--- config.mk ---
export PLATFORM = sky130hd
export DESIGN_NAME = mem_loader
export DESIGN_NICKNAME = d
export VERILOG_FILES = /design/src/rtl/mem_loader.sv
export SDC_FILE = /design/constraint.sdc
export NUM_CORES = 1
export LEC_CHECK = 0
export ABC_AREA = 1
export CORE_MARGIN = 8
export CORE_UTILIZATION = 51
export DETAILED_ROUTE_END_ITERATION = 8
export PLACE_DENSITY = 0.86
export SYNTH_ARGS = -nofsm -noshare
export SYNTH_HDL_FRONTEND = slang
export SYNTH_SLANG_ARGS = --single-unit
--- constraint.sdc ---
create_clock -name clk -period 1.75 [get_ports clk]
set_input_delay 0.35 -clock clk [delete_from_list [all_inputs] [get_ports clk]]
set_output_delay 0.35 -clock clk [all_outputs]
set_load 0.1 [all_outputs]
--- src/rtl/mem_loader.sv ---
`timescale 1ns/1ps
// Host-side loader for the miniRISC data memory: packs 16-bit half-words
// (low half first) into 32-bit words and writes them to consecutive addresses.
module mem_loader #(
  parameter int ADDR_W = 10,
  parameter int DATA_W = 32,
  parameter int HALF_W = 16
) (
  input  logic              clk,
  input  logic              rst,
  input  logic              start,
  input  logic              abort,
  input  logic [ADDR_W-1:0] base_addr,
  input  logic [ADDR_W:0]   word_count,
  input  logic              in_valid,
  input  logic [HALF_W-1:0] in_half,
  output logic              in_ready,
  output logic              mem_we,
  output logic [ADDR_W-1:0] mem_addr,
  output logic [DATA_W-1:0] mem_wdata,
  output logic              cpu_hold,
  output logic              busy,
  output logic              done,
  output logic [ADDR_W:0]   words_loaded
);

  typedef enum logic [2:0] {IDLE, LO, HI, WR, FIN} state_t;

  localparam logic [ADDR_W:0] ONE = 1;

  state_t              state, state_nx;
  logic [ADDR_W-1:0]   cur_addr;
  logic [ADDR_W:0]     remaining;
  logic [HALF_W-1:0]   lo;
  logic [ADDR_W-1:0]   addr_q;
  logic [DATA_W-1:0]   wdata_q;
  logic [ADDR_W:0]     loaded_q;
  logic                hs;
  logic                launch;

  // Every output decodes from the state register only, so in_ready never
  // depends combinationally on in_valid.
  assign in_ready     = (state == LO) || (state == HI);
  assign mem_we       = (state == WR);
  assign cpu_hold     = (state != IDLE);
  assign busy         = (state != IDLE);
  assign done         = (state == FIN);
  assign mem_addr     = addr_q;
  assign mem_wdata    = wdata_q;
  assign words_loaded = loaded_q;

  assign hs     = in_valid && in_ready;
  assign launch = (state == IDLE) && start && !abort;

  // NOTE: sequential state uses non-blocking assignments so every register
  // samples the pre-edge values of the others, independent of block order.
  always_ff @(posedge clk or negedge rst) begin
    if (!rst) state <= IDLE;
    else      state <= state_nx;
  end

  // NOTE: state_nx gets a default before the case so no path leaves it
  // unassigned, which would otherwise infer a latch.
  always_comb begin
    state_nx = state;
    unique case (state)
      IDLE: if (launch) state_nx = (word_count == '0) ? FIN : LO;
      LO:   if (abort) state_nx = IDLE; else if (hs) state_nx = HI;
      HI:   if (abort) state_nx = IDLE; else if (hs) state_nx = WR;
      WR:   if (abort) state_nx = IDLE; else state_nx = (remaining == ONE) ? FIN : LO;
      FIN:  state_nx = IDLE;
      default: state_nx = IDLE;
    endcase
  end

  always_ff @(posedge clk or negedge rst) begin
    if (!rst) begin
      cur_addr  <= '0;
      remaining <= '0;
      lo        <= '0;
      addr_q    <= '0;
      wdata_q   <= '0;
      loaded_q  <= '0;
    end else begin
      if (launch) begin
        cur_addr  <= base_addr;
        remaining <= word_count;
        loaded_q  <= '0;
      end
      if (state == LO && hs) lo <= in_half;
      // The write port is loaded on the high-half handshake and then holds
      // its value until the next word, so the address stays stable in WR.
      if (state == HI && hs) begin
        addr_q  <= cur_addr;
        wdata_q <= {in_half, lo};
      end
      if (state == WR) begin
        cur_addr  <= cur_addr + 1'b1;
        remaining <= remaining - ONE;
        loaded_q  <= loaded_q + ONE;
      end
    end
  end

endmodule

Word level (Yosys, flattened, before mapping)
Index checks and enable logic that the tools add are counted.
- bits of input ports: 42
- register bits after elaboration: 93
- output and inout port bits: 58
- mux-type cells: 15
- $add $sub $neg: 3
- equality and inequality tests: 8
- reduce and logical (&&, ||, !) cells: 12
- operators by type and width (cell ; count):
    $mux 11 ; 4
    $mux 3 ; 8
    $mux 10 ; 2
    $pmux 3 s4 ; 1
    $add 11x1->11 const B ; 1
    $eq 11x1->1 const B ; 1
    $logic_not 11->1 ; 1
    $sub 11x1->11 const B ; 1
    $add 10x1->10 const B ; 1
    $eq 3x2->1 const B ; 2
    $ne 3x3->1 const B ; 2
    $logic_and 1x1->1 ; 5
    $eq 3x1->1 const B ; 1
    $eq 3x3->1 const B ; 1
    $logic_not 3->1 ; 1
    $reduce_and 3->1 ; 1
    $reduce_bool 3->1 ; 1
    $ne 2x2->1 const B ; 1
    $reduce_bool 2->1 ; 1
    $logic_not 1->1 ; 1
    $logic_or 1x1->1 ; 1

Depth between registers and ports, before layout
Gate-level depths: netlist of the first run.
- depth after elaboration: 6
- depth in mapped cells: 11

Worst setup path before layout of the first run
Ideal clock, no wire load.
- path kind: flip-flop to output port
- from: register state[2]
- to: output done
- path buffers: 0
- required time: 1400 ps
- data arrival time: 2604 ps
- cell stages (with the launch flop): 3
- slack: -1204 ps
- cells stage by stage: dfrtp_1 > inv_1 > nor3_1
- word-level cells in the longest chain between the ends: 1
- RTL lines (what ; RTL line ; RTL):
    start: declaration ; 31 ; state_t state, state_nx;
    start signal: assignment ; 59 ; else state <= state_nx;
    $eq 3x3->1 ; 47 ; assign done = (state == FIN);
    end: declaration ; 23 ; output logic done,
Every way passes these cells.

Worst setup path in the final report of the first run
- from: register state[1]
- to: output done
The elaborated chain is that of the path after synthesis.

==> results of run 1 <==
==> final cells by class <==
class,instances,share of cell area
flip-flops and latches,93,0.3587
inverters,76,0.04568
multi-input cells,321,0.2756
clock buffers,10,0.01958
repair buffers,121,0.2724
well taps,108,0.02073
clock inverters,6,0.007294
==> synth_stat cells <==
| cell | instances |
|---|---|
| o22ai_1 | 3 |
| buf_4 | 3 |
| nor2_4 | 2 |
| nor3_1 | 7 |
| o21ai_0 | 31 |
| nor2_2 | 1 |
| nand2_4 | 1 |
| ha_1 | 4 |
| o21ai_2 | 10 |
| nand3_2 | 1 |
| a21oi_1 | 5 |
| o21ai_1 | 18 |
| o211ai_1 | 10 |
| inv_1 | 72 |
| buf_2 | 5 |
| nor2_1 | 29 |
| buf_6 | 7 |
| inv_2 | 4 |
| a22o_1 | 1 |
| nand4_1 | 6 |
| mux2_4 | 18 |
| and2_1 | 1 |
| xor2_1 | 2 |
| a31oi_1 | 1 |
| nand2_1 | 128 |
| nand4_4 | 1 |
| or2_2 | 1 |
| clkbuf_1 | 3 |
| o221ai_1 | 4 |
| dfrtp_1 | 93 |
| nand3_1 | 36 |
==> state kept, by name, summed over array words and instances, names as in the netlist <==
| name | count |
|---|---|
| mem_wdata | 32 |
| lo | 16 |
| remaining | 11 |
| words_loaded | 11 |
| cur_addr | 10 |
| mem_addr | 10 |
| state | 3 |
==> through the flow <==
step / cells / hold WS (ns)
4_1_cts: 730 / 0.04415
5_1_grt: 735 / 0.06990
3_3_place_gp: 710 / 0.4328
6_report: 735 / 0.02641
3_5_place_dp: 710 / 0.4355
2_1_floorplan: 508 / 0.05441
==> cell usage in the layout (no fill, tap or decap), types with 4 or more instances in the layout <==
cell / synthesis / final
o221ai_1: 4 / 4
buf_12: 0 / 61
dfrtp_2: 0 / 9
nor2_1: 29 / 29
nand3_1: 36 / 35
mux2_4: 18 / 18
o21ai_1: 18 / 18
buf_4: 3 / 19
o211ai_1: 10 / 10
inv_1: 72 / 72
clkinvlp_4: 0 / 4
clkdlybuf4s50_1: 0 / 40
o21ai_2: 10 / 10
nand2_1: 128 / 125
nand4_1: 6 / 6
clkbuf_8: 0 / 9
o21ai_0: 31 / 31
nor3_1: 7 / 6
dfrtp_1: 93 / 84
a21oi_1: 5 / 5
ha_1: 4 / 4
==> path summary, 6_finish.rpt <==
kind,depth (start not counted),end,slack [ns],startpoint
worst max-delay path,3,done,0.04,state[1]
worst min register to register,2,lo[14],0.50,lo[14]
min in group clk,2,lo[14],0.50,lo[14]
worst max register to register,9,state[2],0.14,state[2]
worst min-delay path,2,mem_wdata[19],0.03,rst
max in group asynchronous,2,words_loaded[1],1.32,rst
==> per-layer routing <==
| metal | part of all wire | wire [microns] | GRT usage |
|---|---|---|---|
| met4 | 0.016 | 188 | 0.06946 |
| met5 | 0 | 0 | 0 |
| met3 | 0.080 | 958 | 0.03779 |
| met2 | 0.49 | 5876 | 0.3360 |
| met1 | 0.41 | 4919 | 0.2500 |
==> logic make-up after synthesis <==
| group | Yosys count | share of synthesized area |
|---|---|---|
| compound gates | 83 | 0.1111 |
| xor+xnor | 2 | 0.003880 |
| fa+ha+maj | 4 | 0.01108 |
| buf+inv | 94 | 0.09365 |
| flops | 93 | 0.5154 |
| mux | 18 | 0.05985 |
| simple gates | 214 | 0.2050 |
==> critical path, stage by stage, from the launching register on <==
cell,delay (ns)
dfrtp_2,0.45
buf_6,0.13
nor3_4,0.22
buf_12,0.21
==> timing repair <==
action	in CTS	in global routing
hold endpoints to repair	0	0
gates resized for setup	5	6
buffers inserted	4	5
endpoints found under the setup margin	5	2
pin swaps	0	5
==> metrics.yaml, run 1 <==
yosys:
  yosysSeqAreaShare: 0.5154
  yosys_warnings: 0
  yosys.area.top_type_share: 0.5154
  synth_area_leaders: "dfrtp_1 (52%), nand2_1 (11%), inv_1 (6.0%), mux2_4 (6.0%), nand3_1 (4.0%)"
  yosysUniqueCellTypes: 31
  synth_area_sq_um: 4516
  syn-num-nets: 554
  synthCells: 508
  yosys.area.top_type: "dfrtp_1"
  syn_area_per_cell_sq_um: 8.889
  synth.ff_latch_count: 93
flow_run:
  maxCapViolCount: 0
grt:
  gr-usage-all-layers: 0.1988
  overflow: 0
  grt_pass1_vias: 3996
  grt_pass1_wl_mm: 19.24
  antenna_found_initial: 0
  grt_max_degree: 94
finish:
  syn2layout_area_growth_pct: 44.36
  nets: 668
  fin_area_sq_um: 6519
  ff_latch_area_sq_um: 2338
  diodes: 0
  final_core_util: 0.7549
  multi_input_area_sq_um: 1797
  drive_gt1_frac: 0.2376
  nFillCells: 560
floorplan:
  start_util: 0.5229
  io_pins: 100
  dieArea_sq_um: 12120
  die_w_microns: 110.1
  core_area_sq_um: 8636
  die_h_microns: 110.1
  rows: 34
drt:
  wl_mm: 11.94
  drtAntennaViolNets: 0
  via_per_inst: 5.422
  dr_total_vias: 3985
  post_drt_wl_per_cell_microns: 16.25
  drtPass1Iterations: 5
  dr.first_iter.drc_count: 417
  drc: 0
timing:
  hold_viol: 0
  setup_violations: 0
  timing.fmax_ghz: 0.5839
  rsz0062_at_grt: "yes"
  finalCritPeriodShare: 0.9786
  layout_min_cycle_time_ns: 1.713
  slew_viol_final: 0
  worst_slack_ns: 0.03737
  tightest_slew_ns: 0.4854
  fin_skew_ns: 0.008510
  setup_tns_ns: 0
  slew_headroom: 0.6764
worst_setup_path:
  end_kind: "output port"
  start_kind: "flip-flop"
  required_ns: 1.40
  critPathKind: "reg2out"
  arrival_ns: 1.36
  crit_fanout: 3
cts:
  hold_buffers: 0
  clk_pin_slew_ns: 0.10
  cts_buffers: 9
  cts_tree: "done"
  clock_latency_ns: 0.35
  clockRootBuffer: "clkbuf_8"
  htree_levels: 3
  cts_buffer_depth: 2
  clock-sinks: 93
placed_design:
  dp_hpwl_mm: 8.640
  placed_area_sq_um: 6251
  dp_slack_ns: -0.01177
  gp_congestion: 0.8751
  io_buffers: 99
min_path:
  min_path_type: "in2async"
outcome:
  status: "completed"
Power of run 1 is not shown: default switching activity piles up to over one toggle a cycle in this logic, so the estimate is an artifact.
==> inputs of run 2 (changes only) <==
--- a/config.mk
+++ b/config.mk
@@ -9,7 +9,9 @@
 export CORE_MARGIN = 8
 export CORE_UTILIZATION = 51
 export DETAILED_ROUTE_END_ITERATION = 8
+export GPL_TIMING_DRIVEN = 0
 export PLACE_DENSITY = 0.86
+export SETUP_SLACK_MARGIN = 0.1
 export SYNTH_ARGS = -nofsm -noshare
 export SYNTH_HDL_FRONTEND = slang
 export SYNTH_SLANG_ARGS = --single-unit
==> run 2 against run 1 <==
Effect of this change:
- clock skew decreased by 0.0023 ns
- setup slack got worse by 0.11 ns
- critical path depth increased by 3
- largest cell class unchanged
- global-route usage increased by 0.41 points
- the flow now finishes with violations (negative setup slack)
- wire length increased by 4.3%
- die area unchanged
- sequential cell count unchanged
- non-clock buffer count increased by 15
==> metrics.yaml, run 2 (synthesis results as in run 1) <==
timing:
  worst_slack_ns: -0.07392
  fin_skew_ns: 0.006198
  setup_tns_ns: -0.1387
  slew_viol_final: 0
  slew_headroom: 0.6562
  hold_viol: 0
  finalCritPeriodShare: 1.042
  setup_violations: 3
  hold_slack_ns: 0.4092
  layout_min_cycle_time_ns: 1.824
  timing.fmax_ghz: 0.5483
  tightest_slew_ns: 0.5210
  rsz0062_at_grt: "yes"
floorplan:
  io_pins: 100
  core_area_sq_um: 8636
  rows: 34
  die_w_microns: 110.1
  dieArea_sq_um: 12120
  start_util: 0.5229
  die_h_microns: 110.1
worst_setup_path:
  reg2reg_depth: 10
  required_ns: 1.40
  cp_num_buf_inv: 3
  crit_fanout: 3
  start_kind: "flip-flop"
  r2r_end: "cur_addr[8]"
  end_kind: "output port"
  crit_slowest_cell: "dfrtp_2"
  arrival_ns: 1.47
  regToRegStartpoint: "state[2]"
  critPathKind: "reg2out"
  cpMostUsedCell: "buf_6"
  slowest_delay_ns: 0.47
  rrSetupSlack_ns: 0.08
  worstPathCellList: "buf_6, buf_6, nor2_4, nand2_2, nand2_4, buf_12"
  crit_family: "flip-flops"
grt:
  grt_pass1_wl_mm: 19.56
  met3_usage: 0.04593
  gr-usage-all-layers: 0.2029
  overflow: 0
  busiest_layer: "met2"
  grt_max_degree: 76
  grt_pass1_vias: 4089
  use_met1: 0.2488
  grtUsageMet2: 0.3549
  antenna_found_initial: 0
drt:
  wl_mm: 12.46
  drc: 0
  post_drt_wl_per_cell_microns: 16.61
  drtPass1Iterations: 5
  dr_total_vias: 4050
  via_per_inst: 5.400
  drtAntennaViolNets: 0
  dr.first_iter.drc_count: 332
cts:
  htree_levels: 3
  cts_tree: "done"
  clockRootBuffer: "clkbuf_8"
  clock_latency_ns: 0.36
  clock-sinks: 93
  clk_pin_slew_ns: 0.10
  cts_buffers: 9
  cts_buffer_depth: 2
finish:
  nFillCells: 654
  diodes: 0
  layout_commonest_cell: "nand2_1"
  largest_reg_flops: 32
  final_cell_mix: "nand2_1 (124), dfrtp_1 (81), inv_1 (69), buf_2 (52), clkdlybuf4s50_1 (40)"
  nets: 683
  syn2layout_area_growth_pct: 32.06
  drive_gt1_frac: 0.2632
outcome:
  violations: "negative setup slack"
  status: "finished with violations"
flow_run:
  maxCapViolCount: 0
min_path:
  min_path_type: "in2async"
placed_design:
  dp_hpwl_mm: 9.013
  gp_congestion: 0.9014
  io_buffers: 99
## run 2: per-layer routing
layer | part of all wire | vias to the layer above
li1 | - | 1899
met1 | 0.41 | 1966
met2 | 0.50 | 175
met3 | 0.077 | 10
met4 | 0.0079 | 0
met5 | 0 | -
## run 2: repair_timing
action	4_1_cts	5_1_grt
pin swaps	3	8
hold buffers	1	0
cloned	0	1
endpoints found under the hold margin	18	0
setup buffers	6	10
endpoints found under the setup margin	58	49
gates resized for setup	294	55
## run 2: cell type report
type | count | area (sq um) | area share
tap | 108 | 135.1 | 0.02266
buffer | 18 | 178.9 | 0.03000
sequential | 93 | 2347 | 0.3936
clock inverter | 7 | 87.58 | 0.01469
timing repair buffer | 118 | 973.4 | 0.1632
inverter | 76 | 305.3 | 0.05120
multi-input combinational | 321 | 1812 | 0.3038
clock buffer | 9 | 123.9 | 0.02077
## run 2: how the worst max path moves through the flow
stage / start / slack, ns / cells past startpoint / endpoint
2_1_floorplan: state[2] / 0.02 / 2 / done
3_3_place_gp: rst / -3.61 / 1 / words_loaded[0]
3_5_place_dp: state[0] / -0.94 / 6 / mem_we
4_1_cts: state[2] / -0.15 / 5 / mem_we
5_1_grt: state[2] / -0.13 / 6 / in_ready
6_report: state[2] / -0.07 / 6 / in_ready
## run 2: metrics by stage
| stage | setup slack [ns] | cell area, sq um | cells | utilization |
|---|---|---|---|---|
| final | -0.07392 | 5963 | 750 | 0.6905 |
| after global routing | -0.1258 | 5963 | 750 | 0.6905 |
| after CTS | -0.1519 | 5894 | 739 | 0.6826 |
| after detailed placement | -0.9381 | 5713 | 716 | 0.6615 |
| after global placement | -3.607 | 5688 | 715 | 0.6587 |
| after floorplan | 0.01619 | 4562 | 508 | - |
Power of run 2 is left out for the same reason.
==> inputs of run 3 (changes only) <==
--- a/config.mk
+++ b/config.mk
@@ -6,11 +6,11 @@
 export NUM_CORES = 1
 export LEC_CHECK = 0
 export ABC_AREA = 1
-export CORE_MARGIN = 8
+export CORE_ASPECT_RATIO = 1.2
 export CORE_UTILIZATION = 51
 export DETAILED_ROUTE_END_ITERATION = 8
 export GPL_TIMING_DRIVEN = 0
-export PLACE_DENSITY = 0.86
+export PLACE_DENSITY = 0.83
 export SETUP_SLACK_MARGIN = 0.1
 export SYNTH_ARGS = -nofsm -noshare
 export SYNTH_HDL_FRONTEND = slang
==> run 3 against run 2 <==
Effect of this change:
- the run still ends with negative setup slack left
- sequential share of layout area shrank 0.23 points
- worst hold slack improved by 0.076 ns
- non-clock buffer count fell by 1
- setup slack gained 0.027 ns
==> metrics.yaml, run 3 (synthesis results as in run 1) <==
timing:
  fin_skew_ns: 0.01152
  setup_tns_ns: -0.1001
  finalCritPeriodShare: 1.027
  setup_violations: 3
  layout_min_cycle_time_ns: 1.797
  slew_viol_final: 0
  slew_headroom: 0.6398
  timing.fmax_ghz: 0.5566
  tightest_slew_ns: 0.5428
  worst_slack_ns: -0.04663
  hold_slack_ns: 0.4854
  rsz0062_at_grt: "yes"
  hold_viol: 0
finish:
  largest_reg_flops: 32
  syn2layout_area_growth_pct: 32.83
  nFillCells: 637
  instances_no_fill: 758
  nets: 682
  layout_commonest_cell: "nand2_1"
  drive_gt1_frac: 0.2730
  diodes: 0
  final_cell_mix: "nand2_1 (124), dfrtp_1 (81), inv_1 (69), buf_2 (45), clkdlybuf4s50_1 (40)"
floorplan:
  core_area_sq_um: 8564
  die_w_microns: 87.90
  io_pins: 100
  die_h_microns: 105.1
  rows: 37
  start_util: 0.5272
  dieArea_sq_um: 9236
drt:
  dr_total_vias: 3993
  via_per_inst: 5.268
  wl_mm: 11.29
  dr.first_iter.drc_count: 230
  drc: 0
  drtPass1Iterations: 5
  drtAntennaViolNets: 0
  post_drt_wl_per_cell_microns: 14.89
worst_setup_path:
  regToRegStartpoint: "state[2]"
  required_ns: 1.40
  start_kind: "flip-flop"
  end_kind: "output port"
  r2r_end: "cur_addr[1]"
  reg2reg_depth: 8
  critPathKind: "reg2out"
  rrSetupSlack_ns: 0.09
  crit_fanout: 5
  arrival_ns: 1.45
grt:
  grtUsageMet2: 0.4358
  grt_pass1_wl_mm: 18.33
  grt_pass1_vias: 3964
  met3_usage: 0.02686
  gr-usage-all-layers: 0.2539
  busiest_layer: "met2"
  overflow: 0
  grt_max_degree: 57
  antenna_found_initial: 0
  use_met1: 0.3239
cts:
  cts_buffers: 9
  clk_pin_slew_ns: 0.10
  cts_buffer_depth: 2
  htree_levels: 3
  clockRootBuffer: "clkbuf_8"
  clock-sinks: 93
  clock_latency_ns: 0.37
  cts_tree: "done"
placed_design:
  dp_hpwl_mm: 7.865
  io_buffers: 99
  placed_cells: 725
  gp_congestion: 0.8858
flow_run:
  maxCapViolCount: 0
outcome:
  violations: "negative setup slack"
  status: "finished with violations"
min_path:
  min_path_type: "in2async"
run 3: cell count changes in the layout (fill, tap and decap cells not counted), moves of 3 or more:
| cell | before | now |
|---|---|---|
| clkbuf_2 | 0 | 3 |
| clkdlybuf4s18_2 | 1 | 7 |
| clkbuf_1 | 3 | 0 |
| buf_2 | 52 | 45 |
run 3: cell type report:
| cell class | instances | area [sq um] | share of cell area |
|---|---|---|---|
| sequential | 93 | 2347 | 0.3913 |
| multi-input combinational | 321 | 1831 | 0.3052 |
| timing repair buffer | 117 | 985.9 | 0.1644 |
| inverter | 76 | 300.3 | 0.05006 |
| buffer | 18 | 190.2 | 0.03171 |
| tap | 117 | 146.4 | 0.02441 |
| clock buffer | 10 | 137.6 | 0.02295 |
| clock inverter | 6 | 60.06 | 0.01001 |
run 3: metrics by stage:
step / instance area, sq um / setup slack, ns / util
floorplan: 4562 / 0.01619 / -
global placement: 5699 / -3.598 / 0.6654
detailed placement: 5724 / -0.9632 / 0.6684
CTS: 5924 / -0.1728 / 0.6917
global route: 5998 / -0.1032 / 0.7004
finish: 5998 / -0.04663 / 0.7004
run 3: worst max-delay path by stage:
stage / depth (start not counted) / slack [ns] / endpoint / startpoint
floorplan: 2 / 0.02 / done / state[2]
global placement: 1 / -3.60 / words_loaded[0] / rst
detailed placement: 6 / -0.96 / mem_we / state[0]
CTS: 6 / -0.17 / mem_we / state[0]
global route: 6 / -0.10 / mem_we / state[0]
finish: 6 / -0.05 / in_ready / state[0]
run 3: critical path, stage by stage (launching register included):
cell     delay [ns]
dfrtp_2        0.40
inv_4          0.07
nor2_4         0.14
buf_4          0.13
nand2_1        0.05
nand2_2        0.10
buf_12         0.18
run 3: layer usage:
| layer | vias up | share of wire |
|---|---|---|
| li1 | 1901 | - |
| met5 | - | 0 |
| met4 | 0 | 0.024 |
| met3 | 32 | 0.059 |
| met1 | 1902 | 0.41 |
| met2 | 158 | 0.51 |
run 3: what timing repair did:
action                                  in CTS  in global routing
setup buffers                                4                 12
hold endpoints to repair                    37                  0
hold buffers                                 1                  0
pin swaps                                    2                 10
cloned                                       0                  1
gates resized for setup                    269                 72
endpoints found under the setup margin      58                 68
Power of run 3 is left out for the same reason.
